[config.mk]
export PLATFORM = sky130hd
export DESIGN_NAME = instr_encode_loader_flat
export DESIGN_NICKNAME = d
export VERILOG_FILES = /design/src/rtl/instr_encode_loader_pkg.sv /design/src/rtl/instr_encode_loader_if.sv /design/src/rtl/instr_field_packer.sv /design/src/rtl/instr_encode_loader.sv /design/src/flat_wrapper.sv
export SDC_FILE = /design/constraint.sdc
export NUM_CORES = 1
export LEC_CHECK = 0
export CORE_ASPECT_RATIO = 0.9
export CORE_MARGIN = 2
export CORE_UTILIZATION = 46
export DETAILED_ROUTE_END_ITERATION = 7
export GPL_TIMING_DRIVEN = 0
export HOLD_SLACK_MARGIN = 0.02
export PLACE_DENSITY = 0.95
export SKIP_LAST_GASP = 1
export SLEW_MARGIN = 20
export SYNTH_ARGS = -nofsm -noshare
export SYNTH_HDL_FRONTEND = slang
export SYNTH_HIERARCHICAL = 1
export SYNTH_SLANG_ARGS = --single-unit
export TNS_END_PERCENT = 1
[constraint.sdc]
create_clock -name clk -period 3.7 [get_ports clk]
set_clock_uncertainty 0.15 [all_clocks]
set_input_delay 0.925 -clock clk [delete_from_list [all_inputs] [get_ports clk]]
set_output_delay 0.925 -clock clk [all_outputs]
set_load 0.01 [all_outputs]
[src/rtl/instr_encode_loader_pkg.sv]
// Shared definitions for the MIPS-32 instruction encoder/loader: opcodes,
// field widths and bit positions (common with the fetch-side decoder), FSM states.
package instr_encode_loader_pkg;

    localparam logic [5:0] OP_RTYPE = 6'b000000;
    localparam logic [5:0] OP_J     = 6'b000010;
    localparam logic [5:0] OP_JAL   = 6'b000011;

    localparam int OPCODE_W = 6;
    localparam int REG_W    = 5;
    localparam int SHAMT_W  = 5;
    localparam int FUNCT_W  = 6;
    localparam int IMM_W    = 16;
    localparam int JADDR_W  = 26;

    localparam int OPCODE_LSB = 26;
    localparam int RS_LSB     = 21;
    localparam int RT_LSB     = 16;
    localparam int RD_LSB     = 11;
    localparam int SHAMT_LSB  = 6;
    localparam int FUNCT_LSB  = 0;
    localparam int IMM_LSB    = 0;
    localparam int JADDR_LSB  = 0;

    typedef enum logic [1:0] {
        S_IDLE  = 2'd0,
        S_LOAD  = 2'd1,
        S_WRITE = 2'd2,
        S_DONE  = 2'd3
    } state_t;

endpackage

[src/rtl/instr_encode_loader_if.sv]
// Field-tuple input, instruction-memory write port and session status of the loader.
interface instr_encode_loader_if #(
    parameter int ADDR_W = 8
);
    logic              start;
    logic              in_valid;
    logic              in_ready;
    logic [5:0]        in_opcode;
    logic [4:0]        in_rs;
    logic [4:0]        in_rt;
    logic [4:0]        in_rd;
    logic [4:0]        in_shamt;
    logic [5:0]        in_funct;
    logic [15:0]       in_immediate;
    logic [25:0]       in_address;
    logic              in_last;
    logic              mem_we;
    logic [ADDR_W-1:0] mem_addr;
    logic [31:0]       mem_wdata;
    logic              mem_ready;
    logic              busy;
    logic              done;
    logic              full_err;
    logic [ADDR_W:0]   count;

    // Harness / boot source together with the memory it loads.
    modport master (
        output start, in_valid, in_opcode, in_rs, in_rt, in_rd, in_shamt,
               in_funct, in_immediate, in_address, in_last, mem_ready,
        input  in_ready, mem_we, mem_addr, mem_wdata, busy, done, full_err, count
    );

    // The loader itself.
    modport slave (
        input  start, in_valid, in_opcode, in_rs, in_rt, in_rd, in_shamt,
               in_funct, in_immediate, in_address, in_last, mem_ready,
        output in_ready, mem_we, mem_addr, mem_wdata, busy, done, full_err, count
    );
endinterface

[src/rtl/instr_field_packer.sv]
// Combinational packer: decoded MIPS-32 field tuple -> R/I/J-format word.
module instr_field_packer
    import instr_encode_loader_pkg::*;
(
    input  logic [5:0]  opcode,
    input  logic [4:0]  rs,
    input  logic [4:0]  rt,
    input  logic [4:0]  rd,
    input  logic [4:0]  shamt,
    input  logic [5:0]  funct,
    input  logic [15:0] immediate,
    input  logic [25:0] address,
    output logic [31:0] word
);
    always_comb begin
        word = '0;
        word[OPCODE_LSB +: OPCODE_W] = opcode;
        case (opcode)
            OP_RTYPE: begin
                word[RS_LSB    +: REG_W]   = rs;
                word[RT_LSB    +: REG_W]   = rt;
                word[RD_LSB    +: REG_W]   = rd;
                word[SHAMT_LSB +: SHAMT_W] = shamt;
                word[FUNCT_LSB +: FUNCT_W] = funct;
            end
            OP_J, OP_JAL: begin
                word[JADDR_LSB +: JADDR_W] = address;
            end
            default: begin
                word[RS_LSB  +: REG_W] = rs;
                word[RT_LSB  +: REG_W] = rt;
                word[IMM_LSB +: IMM_W] = immediate;
            end
        endcase
    end
endmodule

[src/rtl/instr_encode_loader.sv]
// Program loader: encodes one field tuple per handshake and writes it to the
// next instruction-memory word, reporting completion or overflow.
module instr_encode_loader
    import instr_encode_loader_pkg::*;
#(
    parameter int ADDR_W = 8
) (
    input  logic                  clk,
    input  logic                  reset,
    instr_encode_loader_if.slave  bus
);
    logic [31:0] enc_word;

    state_t            state_q, state_d;
    logic [ADDR_W-1:0] addr_q, addr_d;
    logic [ADDR_W:0]   count_q, count_d;
    logic [31:0]       wdata_q, wdata_d;
    logic              last_q, last_d;
    logic              full_err_q, full_err_d;
    logic              in_ready_q, in_ready_d;
    logic              mem_we_q, mem_we_d;
    logic              busy_q, busy_d;
    logic              done_q, done_d;
    logic              at_max;

    instr_field_packer u_packer (
        .opcode    (bus.in_opcode),
        .rs        (bus.in_rs),
        .rt        (bus.in_rt),
        .rd        (bus.in_rd),
        .shamt     (bus.in_shamt),
        .funct     (bus.in_funct),
        .immediate (bus.in_immediate),
        .address   (bus.in_address),
        .word      (enc_word)
    );

    assign at_max = (addr_q == {ADDR_W{1'b1}});

    // Outputs are computed one cycle ahead so that every status/handshake
    // output comes straight from a flop.
    always_comb begin
        state_d    = state_q;
        addr_d     = addr_q;
        count_d    = count_q;
        wdata_d    = wdata_q;
        last_d     = last_q;
        full_err_d = full_err_q;
        in_ready_d = in_ready_q;
        mem_we_d   = mem_we_q;
        busy_d     = busy_q;
        done_d     = 1'b0;
        case (state_q)
            S_IDLE: begin
                if (bus.start) begin
                    state_d    = S_LOAD;
                    addr_d     = '0;
                    count_d    = '0;
                    full_err_d = 1'b0;
                    in_ready_d = 1'b1;
                    busy_d     = 1'b1;
                end
            end
            S_LOAD: begin
                if (bus.in_valid) begin
                    state_d    = S_WRITE;
                    wdata_d    = enc_word;
                    last_d     = bus.in_last;
                    in_ready_d = 1'b0;
                    mem_we_d   = 1'b1;
                end
            end
            S_WRITE: begin
                if (bus.mem_ready) begin
                    mem_we_d = 1'b0;
                    count_d  = count_q + (ADDR_W+1)'(1);
                    // The pointer saturates at the top word instead of wrapping.
                    if (!at_max) addr_d = addr_q + ADDR_W'(1);
                    if (last_q || at_max) begin
                        state_d = S_DONE;
                        done_d  = 1'b1;
                        busy_d  = 1'b0;
                        if (!last_q) full_err_d = 1'b1;
                    end else begin
                        state_d    = S_LOAD;
                        in_ready_d = 1'b1;
                    end
                end
            end
            S_DONE: begin
                state_d = S_IDLE;
            end
            default: begin
                state_d    = S_IDLE;
                in_ready_d = 1'b0;
                mem_we_d   = 1'b0;
                busy_d     = 1'b0;
            end
        endcase
    end

    always_ff @(posedge clk or posedge reset) begin
        if (reset) begin
            state_q    <= S_IDLE;
            addr_q     <= '0;
            count_q    <= '0;
            wdata_q    <= '0;
            last_q     <= 1'b0;
            full_err_q <= 1'b0;
            in_ready_q <= 1'b0;
            mem_we_q   <= 1'b0;
            busy_q     <= 1'b0;
            done_q     <= 1'b0;
        end else begin
            state_q    <= state_d;
            addr_q     <= addr_d;
            count_q    <= count_d;
            wdata_q    <= wdata_d;
            last_q     <= last_d;
            full_err_q <= full_err_d;
            in_ready_q <= in_ready_d;
            mem_we_q   <= mem_we_d;
            busy_q     <= busy_d;
            done_q     <= done_d;
        end
    end

    assign bus.in_ready  = in_ready_q;
    assign bus.mem_we    = mem_we_q;
    assign bus.mem_addr  = addr_q;
    assign bus.mem_wdata = wdata_q;
    assign bus.busy      = busy_q;
    assign bus.done      = done_q;
    assign bus.full_err  = full_err_q;
    assign bus.count     = count_q;
endmodule

[src/flat_wrapper.sv]
// flat-port wrapper written by rule: the top's interface ports become plain ports
module instr_encode_loader_flat import instr_encode_loader_pkg::*;
#(
    parameter int ADDR_W = 8
)
  (clk, reset, bus_start, bus_in_valid, bus_in_opcode, bus_in_rs, bus_in_rt, bus_in_rd, bus_in_shamt, bus_in_funct, bus_in_immediate, bus_in_address, bus_in_last, bus_mem_ready, bus_in_ready, bus_mem_we, bus_mem_addr, bus_mem_wdata, bus_busy, bus_done, bus_full_err, bus_count);
  instr_encode_loader_if #(.ADDR_W(ADDR_W)) bus_i ();
  input  logic clk;
  input  logic reset;
  input wire logic [$bits(bus_i.start)-1:0] bus_start;
  input wire logic [$bits(bus_i.in_valid)-1:0] bus_in_valid;
  input wire logic [$bits(bus_i.in_opcode)-1:0] bus_in_opcode;
  input wire logic [$bits(bus_i.in_rs)-1:0] bus_in_rs;
  input wire logic [$bits(bus_i.in_rt)-1:0] bus_in_rt;
  input wire logic [$bits(bus_i.in_rd)-1:0] bus_in_rd;
  input wire logic [$bits(bus_i.in_shamt)-1:0] bus_in_shamt;
  input wire logic [$bits(bus_i.in_funct)-1:0] bus_in_funct;
  input wire logic [$bits(bus_i.in_immediate)-1:0] bus_in_immediate;
  input wire logic [$bits(bus_i.in_address)-1:0] bus_in_address;
  input wire logic [$bits(bus_i.in_last)-1:0] bus_in_last;
  input wire logic [$bits(bus_i.mem_ready)-1:0] bus_mem_ready;
  output wire logic [$bits(bus_i.in_ready)-1:0] bus_in_ready;
  output wire logic [$bits(bus_i.mem_we)-1:0] bus_mem_we;
  output wire logic [$bits(bus_i.mem_addr)-1:0] bus_mem_addr;
  output wire logic [$bits(bus_i.mem_wdata)-1:0] bus_mem_wdata;
  output wire logic [$bits(bus_i.busy)-1:0] bus_busy;
  output wire logic [$bits(bus_i.done)-1:0] bus_done;
  output wire logic [$bits(bus_i.full_err)-1:0] bus_full_err;
  output wire logic [$bits(bus_i.count)-1:0] bus_count;
  assign bus_i.start = bus_start;
  assign bus_i.in_valid = bus_in_valid;
  assign bus_i.in_opcode = bus_in_opcode;
  assign bus_i.in_rs = bus_in_rs;
  assign bus_i.in_rt = bus_in_rt;
  assign bus_i.in_rd = bus_in_rd;
  assign bus_i.in_shamt = bus_in_shamt;
  assign bus_i.in_funct = bus_in_funct;
  assign bus_i.in_immediate = bus_in_immediate;
  assign bus_i.in_address = bus_in_address;
  assign bus_i.in_last = bus_in_last;
  assign bus_i.mem_ready = bus_mem_ready;
  assign bus_in_ready = bus_i.in_ready;
  assign bus_mem_we = bus_i.mem_we;
  assign bus_mem_addr = bus_i.mem_addr;
  assign bus_mem_wdata = bus_i.mem_wdata;
  assign bus_busy = bus_i.busy;
  assign bus_done = bus_i.done;
  assign bus_full_err = bus_i.full_err;
  assign bus_count = bus_i.count;
  instr_encode_loader #(.ADDR_W(ADDR_W)) u_core (.clk(clk), .reset(reset), .bus(bus_i));
endmodule
Word-level counts from Yosys, hierarchy flattened
Cells that the tools add are included.
{"block": "word_totals", "input_bits": 80, "out_inout_bits": 54, "word_cells": 72, "ff_bits": 57}
{"block": "op_classes", "eq_ne": 13, "reduce_logical": 15, "n_addsub": 2, "muxes": 32}
{"operator": "$pmux 26 s2", "n": 1}
{"operator": "$mux 8", "n": 3}
{"operator": "$mux 9", "n": 2}
{"operator": "$pmux 9 s2", "n": 1}
{"operator": "$pmux 8 s2", "n": 1}
{"operator": "$mux 1", "n": 15}
{"operator": "$eq 6x2->1 const B", "n": 2}
{"operator": "$ne 2x2->1 const B", "n": 6}
{"operator": "$reduce_and 5->1", "n": 2}
{"operator": "$add 9x1->9 const B", "n": 1}
{"operator": "$reduce_and 3->1", "n": 3}
{"operator": "$add 8x1->8 const B", "n": 1}
{"operator": "$eq 8x8->1 const B", "n": 1}
{"operator": "$mux 2", "n": 4}
{"operator": "$pmux 2 s4", "n": 1}
{"operator": "$reduce_and 4->1", "n": 2}
{"operator": "$logic_not 6->1", "n": 1}
{"operator": "$pmux 1 s2", "n": 3}
{"operator": "$eq 2x2->1 const B", "n": 2}
{"operator": "$reduce_bool 2->1", "n": 2}
{"operator": "$pmux 1 s3", "n": 1}
{"operator": "$reduce_bool 3->1", "n": 1}
{"operator": "$eq 2x1->1 const B", "n": 1}
{"operator": "$logic_not 2->1", "n": 1}
{"operator": "4 further kinds", "n": 4}

Longest topological paths before layout
Gate-level depths: netlist (run 1).
{"block": "depth", "word_depth": 5, "depth_mapped": 7, "depth_no_buf": 5}

Hierarchy
The synthesis (run 1) kept the hierarchy.
{"mod": "instr_encode_loader", "cells_per_inst": 214, "n_inst": 1, "seq_area_each_um2": 1426.4, "area_per_inst_um2": 2555.0}
{"mod": "instr_field_packer", "cells_per_inst": 95, "n_inst": 1, "seq_area_each_um2": 0.0, "area_per_inst_um2": 613.1}

Least setup slack after synthesis (run 1)
No wires, ideal clock.
{"block": "synth_path", "path_kind": "input to register", "start": "in bus_in_opcode[5]", "end": "reg u_core.wdata_q[1], in the netlist u_core/bus.mem_wdata[1]", "n_path_buf": 2, "setup_time_ps": 125, "path_slack_ps": 1351, "stages": 6, "required_time_ps": 3425, "arrival_ps": 2074, "cell_sequence": "or4_1 -> clkbuf_2 -> buf_6 -> nand2_1 -> nand3_1 -> mux2_2"}
{"block": "synth_via", "elab_chain_len": 3, "elab_cells_between_ends": 5, "cone_classes": "eq/ne (2); mux (1); reduce/logical (2)"}
{"element": "start, declared", "line_no": "flat_wrapper.sv:12", "text": "input wire logic [$bits(bus_i.in_opcode)-1:0] bus_in_opcode;"}
{"element": "$eq 6x2->1", "line_no": "instr_field_packer.sv:18", "text": "case (opcode)"}
{"element": "$reduce_or 2->1", "line_no": "instr_field_packer.sv:18"}
{"element": "$pmux 26 s2 *", "line_no": "instr_field_packer.sv:18"}
{"element": "named net u_core.enc_word[1]", "line_no": "instr_encode_loader.sv:12", "text": "logic [31:0] enc_word;"}
{"element": "end signal, assigned", "line_no": "instr_encode_loader.sv:118", "text": "wdata_q <= wdata_d;"}
{"element": "end, declared", "line_no": "instr_encode_loader.sv:17", "text": "logic [31:0] wdata_q, wdata_d;"}
Mark *: on every way through the listed nets, which the timed path passes. The rest lies on a longest branch.
A chain may end at the register's enable or synchronous reset.

Final worst setup path (run 1)
{"block": "layout_path", "start": "in bus_in_opcode[4]", "end": "reg u_core.wdata_q[16], in the netlist u_core/bus.mem_wdata[16]"}
The elaborated chain is that of the path after synthesis.

==> results of run 1 <==
[cells in the mapped netlist, types with 2 or more instances]
cell type  instances
a21o_1             4
a21oi_1            8
a22o_1             6
a2bb2oi_1          2
a32oi_1           16
and4_1             2
buf_2              8
buf_4              6
buf_6              2
clkbuf_1           8
dfrtp_1           57
ha_1               2
inv_1              5
mux2_2            45
mux2i_1            2
nand2_1           36
nand2b_1           7
nand3_1           39
nand3b_1           2
nand4b_1           3
nor2_1            10
nor3_1             6
nor4_1             3
o211ai_1           5
o21ai_0            6
o311ai_1           2
[cell families (layout without fill, tap and decap cells)]
group                      Yosys count  after routing  share of synthesized area (%)
and+or+nand+nor                    116            116                           18.6
AOI/OAI and AO/OA                   56             56                           13.7
adders and majority gates            2              2                          0.790
muxes                               47             47                           16.6
buffers and inverters               31            179                           5.21
DFF                                 57             57                           45.0
[worst min path at each step]
stage                                   startpoint                       end  slack (ns)  cells after the start
final                          u_core/bus.full_err       u_core/bus.full_err        0.35                      1
after global placement         u_core/bus.full_err       u_core/bus.full_err        0.32                      1
after CTS                      u_core/bus.full_err       u_core/bus.full_err        0.35                      1
after detailed placement       u_core/bus.full_err       u_core/bus.full_err        0.34                      1
after floorplan                      u_core/last_q             u_core/last_q        0.35                      1
after global routing      u_core/bus.mem_wdata[19]  u_core/bus.mem_wdata[19]        0.37                      1
[power by group through the flow]
stage	Clock (uW)	Sequential (uW)	Combinational, uW
after global routing	753	1090	1470
final	709	1050	1370
after floorplan	0	1150	550
after global placement	0	1040	1330
after detailed placement	0	1060	1370
after CTS	723	1050	1370
[metal layers]
metal	track usage, %	vias up
met1	31.3	1508
met4	12.1	0
met5	0	-
met2	41.3	166
li1	-	1435
met3	4.72	33
[critical path: stages]
cell and delay, ns:
clkdlybuf4s50_1 0.50, nor4_4 0.48, nand2_2 0.27, mux2_2 0.34, mux2_2 0.26
[flip-flops by register name, indices dropped and copies added (netlist names)]
name                  count
u_core/bus.full_err       1
u_core/bus.busy           1
u_core/state_q            2
u_core/bus.in_ready       1
u_core/bus.mem_addr       8
u_core/bus.mem_we         1
u_core/bus.mem_wdata     32
u_core/bus.done           1
u_core/bus.count          9
u_core/last_q             1
[stage by stage]
step / setup WS [ns] / cells / hold slack (ns) / total power, uW / area [um^2]
floorplan: 1.23 / 309 / 0.353 / 1700 / 3170
detailed placement: 0.669 / 531 / 0.339 / 2430 / 4600
global placement: 0.156 / 531 / 0.322 / 2370 / 4600
global route: 0.930 / 547 / 0.368 / 3310 / 4850
CTS: 1.00 / 547 / 0.355 / 3150 / 4850
finish: 0.976 / 547 / 0.350 / 3130 / 4850
[cell type report]
cell class / instances / share of cell area, %
Inverter: 5 / 0.439
Sequential cell: 57 / 29.4
Clock buffer: 11 / 2.92
Clock inverter: 5 / 2.12
Multi-Input combinational cell: 221 / 32.5
Buffer: 26 / 3.02
Timing Repair Buffer: 132 / 27.3
Tap cell: 90 / 2.32
==> metrics.yaml, run 1 <==
outcome:
  run_status: "completed"
critical_path:
  cp-start-kind: "input pin"
  reg2reg_depth: 5
  worstPathMaxFanout: 10
  end_kind: "flop"
  reg2reg_slack_ns: 1.67
  cp.required_ns: 3.76
  endpoint: "u_core/bus.mem_wdata[16]"
  rr_startpoint: "u_core/bus.mem_addr[0]"
  startpoint: "bus_in_opcode[4]"
  arrival_ns: 2.79
  path_class: "input pin to flop"
  reg2reg_to: "u_core/bus.mem_addr[1]"
global_routing:
  first_global_vias: 2992
  grt_use_total_pct: 24.7
  grt_max_degree: 58
  grt.overflow.total: 0
  antenna_found_initial: 0
  grt_pass1_wl_um: 14600
route:
  first_pass_iters: 5
  wl_met1_um: 3820
  routed.top_layer: "met4"
  via_count: 3142
  wire_per_inst_um: 17.4
  drtIter0Drc: 178
  wl_um: 9500
  wl_met2_um: 4770
  met3WireLength_um: 622
  avgViaCountPerCell: 5.74
  final_antenna_net_count: 0
  drc: 0
power_and_ir_drop:
  switching_share_pct: 32.2
  leakagePower_uw: 0.00197
  ir_worst_vdd_uv: 405
  switching_power_uw: 1010
  internal-power_uw: 2120
  power_density_nw_per_um2: 646
  p_seq_share_pct: 33.7
  p_clk_share_pct: 22.6
  power_frac_comb_pct: 43.7
layout:
  final_util_pct: 73.2
  nNetsFinal: 534
  fill_cells: 480
  area_growth_syn_to_layout_pct: 53.0
  final_common_cell: "clkdlybuf4s50_1"
  multi_input_area_um2: 1580
  drive_gt1_share_pct: 18.2
  antennaDiodeCount: 0
  area.sequential_um2: 1430
  layout_common_cells: "clkdlybuf4s50_1, dfrtp_1, mux2_2"
clocking:
  cts_hold_buffers: 0
  cts-root-buf: "clkbuf_8"
  cts_made_buffers: 9
  htree_levels: 3
  clkLatencyLatePin_ns: 0.32
  cts_buffer_depth: 2
  clk_pin_slew_ns: 0.07
  post_cts_buffers: 0
  cts_resized: 0
  cts_tree: "built"
  clock-sinks: 57
placement:
  place.gp.congestion: 0.842
  post-dp-hpwl_um: 6960
  numPortBuffers: 132
floorplan:
  ioPinCount: 134
  die_x_um: 91.5
  die_height_um: 82.7
  initial_core_util_pct: 47.8
  dieArea_um2: 7570
  core_region_area_um2: 6620
  rows: 28
sta:
  finalHoldViolations: 0
  worstMarginPinSlew_ns: 0.684
  fmax_ghz: 0.367
  rsz0062_at_grt: "false"
  final_max_slew_viol_count: 0
  fin_crit_ns: 2.72
  report.final.setup_viol: 0
  fin_crit_sh_pct: 73.6
  relSlewSlack_pct: 54.4
  fin_setup_tns_ns: 0
logic_synthesis:
  syn-num-nets: 391
  yosysSeqAreaShare_pct: 45.0
  synth_edf_count: 0
  ys_warn_count: 6
  avgSynthCellArea_um2: 10.3
  yosys.area.top_type: "dfrtp_1"
  syn_inst: 309
  ys_ff_latch: 57
  yosysUniqueCellTypes: 43
  netlist_area_um2: 3170
  yosysTopAreaCellShare_pct: 45.0
  ys.flop_type: "dfrtp_1"
  synth_async_sr_flop_share_pct: 100
  synth_area_leaders: "dfrtp_1, mux2_2, nand3_1"
hold_path:
  hold_path.class: "flop to flop"
run:
  cap_viol_max_count: 0
Note: power is estimated with default switching activity, not from simulation.
==> run 2: changes to the inputs <==
Settings changed: CORE_UTILIZATION 46 to 39, PLACE_DENSITY 0.95 to 0.88.
Clock period 3.7 ns to 2.3 ns, I/O delays scaled along.
==> run 2 against run 1 <==
Compared with the run above:
- flip-flop and latch count stayed put
- via count down 2.0%
- power increased by 54%
- sequential share of layout area up 0.13 points
- routed wire length decreased by 4.0%
- first-iteration DRC count down 23%
- critical path type unchanged
- critical endpoint is now u_core/bus.mem_wdata[9]
==> metrics.yaml, run 2 (synthesis gave the netlist of run 1 again) <==
sta:
  rsz0062_at_grt: "true"
  final_max_slew_viol_count: 0
  worstMarginPinSlew_ns: 0.714
  fin_crit_sh_pct: 97.2
  finalHoldViolations: 0
  fin_setup_tns_ns: 0
  fin_hold_ws_ns: 0.341
  fin_crit_ns: 2.24
  fin_ws_ns: 0.0649
  relSlewSlack_pct: 52.4
  report.final.setup_viol: 0
  fmax_ghz: 0.447
global_routing:
  antenna_found_initial: 0
  grt_pass1_wl_um: 14100
  grt_max_degree: 58
  first_global_vias: 3027
  grt_use_total_pct: 19.9
  grt.overflow.total: 0
layout:
  final_common_cell: "clkdlybuf4s50_1"
  antennaDiodeCount: 0
  fill_cells: 683
  nNetsFinal: 535
  design_area_um2: 4830
  area.sequential_um2: 1430
  multi_input_area_um2: 1580
  largest_reg_flops: 32
  drive_gt1_share_pct: 18.4
  area_growth_syn_to_layout_pct: 52.4
  layout_common_cells: "clkdlybuf4s50_1, dfrtp_1, mux2_2"
  layoutNonFillerInstCount: 556
critical_path:
  end_kind: "flop"
  worstPathMaxFanout: 10
  cp-start-kind: "input pin"
  path_class: "input pin to flop"
  cp.required_ns: 2.34
  reg2reg_depth: 5
  arrival_ns: 2.28
clocking:
  cts-root-buf: "clkbuf_8"
  cts_tree: "built"
  clock-sinks: 57
  cts_hold_buffers: 0
  htree_levels: 3
  cts_made_buffers: 9
  clkLatencyLatePin_ns: 0.31
  cts_buffer_depth: 2
  clk_pin_slew_ns: 0.06
placement:
  numPortBuffers: 132
  dp_slack_ns: -0.414
  place_inst: 540
  post-dp-hpwl_um: 6810
  place.gp.congestion: 0.785
  place_area_um2: 4620
power_and_ir_drop:
  p_clk_share_pct: 19.3
  internal-power_uw: 3220
  p_seq_share_pct: 35.0
  power_frac_comb_pct: 45.7
  leakagePower_uw: 0.00198
  switching_share_pct: 33.3
  ir_worst_vdd_uv: 492
  power_density_nw_per_um2: 999
  switching_power_uw: 1610
route:
  wire_per_inst_um: 16.4
  via_count: 3078
  drc: 0
  avgViaCountPerCell: 5.54
  final_antenna_net_count: 0
  drtIter0Drc: 137
  wl_um: 9130
  first_pass_iters: 4
floorplan:
  initial_core_util_pct: 39.8
  dieArea_um2: 8860
  ioPinCount: 134
  die_height_um: 89.5
  core_region_area_um2: 7950
  rows: 31
  die_x_um: 99.0
hold_path:
  hold_path.class: "input pin to flop"
  whs_path_depth: 2
run:
  cap_viol_max_count: 0
outcome:
  run_status: "completed"
## run 2: changes by cell type in the layout (fill, tap and decap cells not counted)
cell             delta
bufinv_16           -2
buf_4               +1
clkinv_2            +1
clkbuf_4            +1
clkbuf_8            +1
clkbuf_1            -1
dlymetal6s2s_1      +2
clkinvlp_4          -1
clkdlybuf4s50_1     -2
## run 2: final cells by class
| cell class | instances | share of cell area [%] |
|---|---|---|
| inverter | 5 | 0.441 |
| timing repair buffer | 133 | 27.6 |
| clock buffer | 12 | 3.21 |
| multi-input combinational | 221 | 32.7 |
| buffer | 26 | 3.11 |
| sequential | 57 | 29.5 |
| tap | 99 | 2.57 |
| clock inverter | 3 | 0.829 |
## run 2: through the flow
step                      power (uW)  utilization, %
after floorplan                 2730               -
after global placement          3820            58.0
after detailed placement        3910            58.0
after CTS                       4860            60.6
after global routing            5130            60.7
final                           4820            60.7
## run 2: path summary, 6_finish.rpt
path | from | endpoint | slack [ns]
min in group asynchronous | reset | u_core/bus.count[6] | 0.57
worst min-delay path | bus_in_opcode[1] | u_core/bus.mem_wdata[27] | 0.34
worst max-delay path | bus_in_opcode[3] | u_core/bus.mem_wdata[9] | 0.06
max in group asynchronous | reset | u_core/bus.count[0] | 0.94
worst max register to register | u_core/bus.mem_addr[0] | u_core/bus.mem_addr[1] | 0.25
worst min register to register | u_core/bus.full_err | u_core/bus.full_err | 0.34
## run 2: critical path, stage by stage
cell             delay, ns
clkdlybuf4s50_1       0.47
or4_1                 0.48
clkbuf_4              0.20
buf_6                 0.15
nand2_1               0.06
nand3_1               0.07
mux2_2                0.28
## run 2: what timing repair did
action	4_1_cts	5_1_grt
endpoints found under the setup margin	15	12
resized for setup	0	6
endpoints found under the hold margin	0	0
setup buffers	1	0
pin swaps	1	0
## run 2: metal layers
metal  up-vias  share of wire, %  global-route usage (%)
li1       1432                 -                       -
met1      1494                41                    25.1
met2       139                50                    33.2
met3        13               7.8                    5.24
met4         0               1.3                    7.22
met5         -                 0                       0
## run 2: power groups by stage
stage	sequential [uW]	clock (uW)	combinational, uW
after floorplan	1840	0	885
after global placement	1680	0	2150
after detailed placement	1710	0	2210
after CTS	1690	959	2210
after global routing	1760	1020	2360
final	1690	930	2200
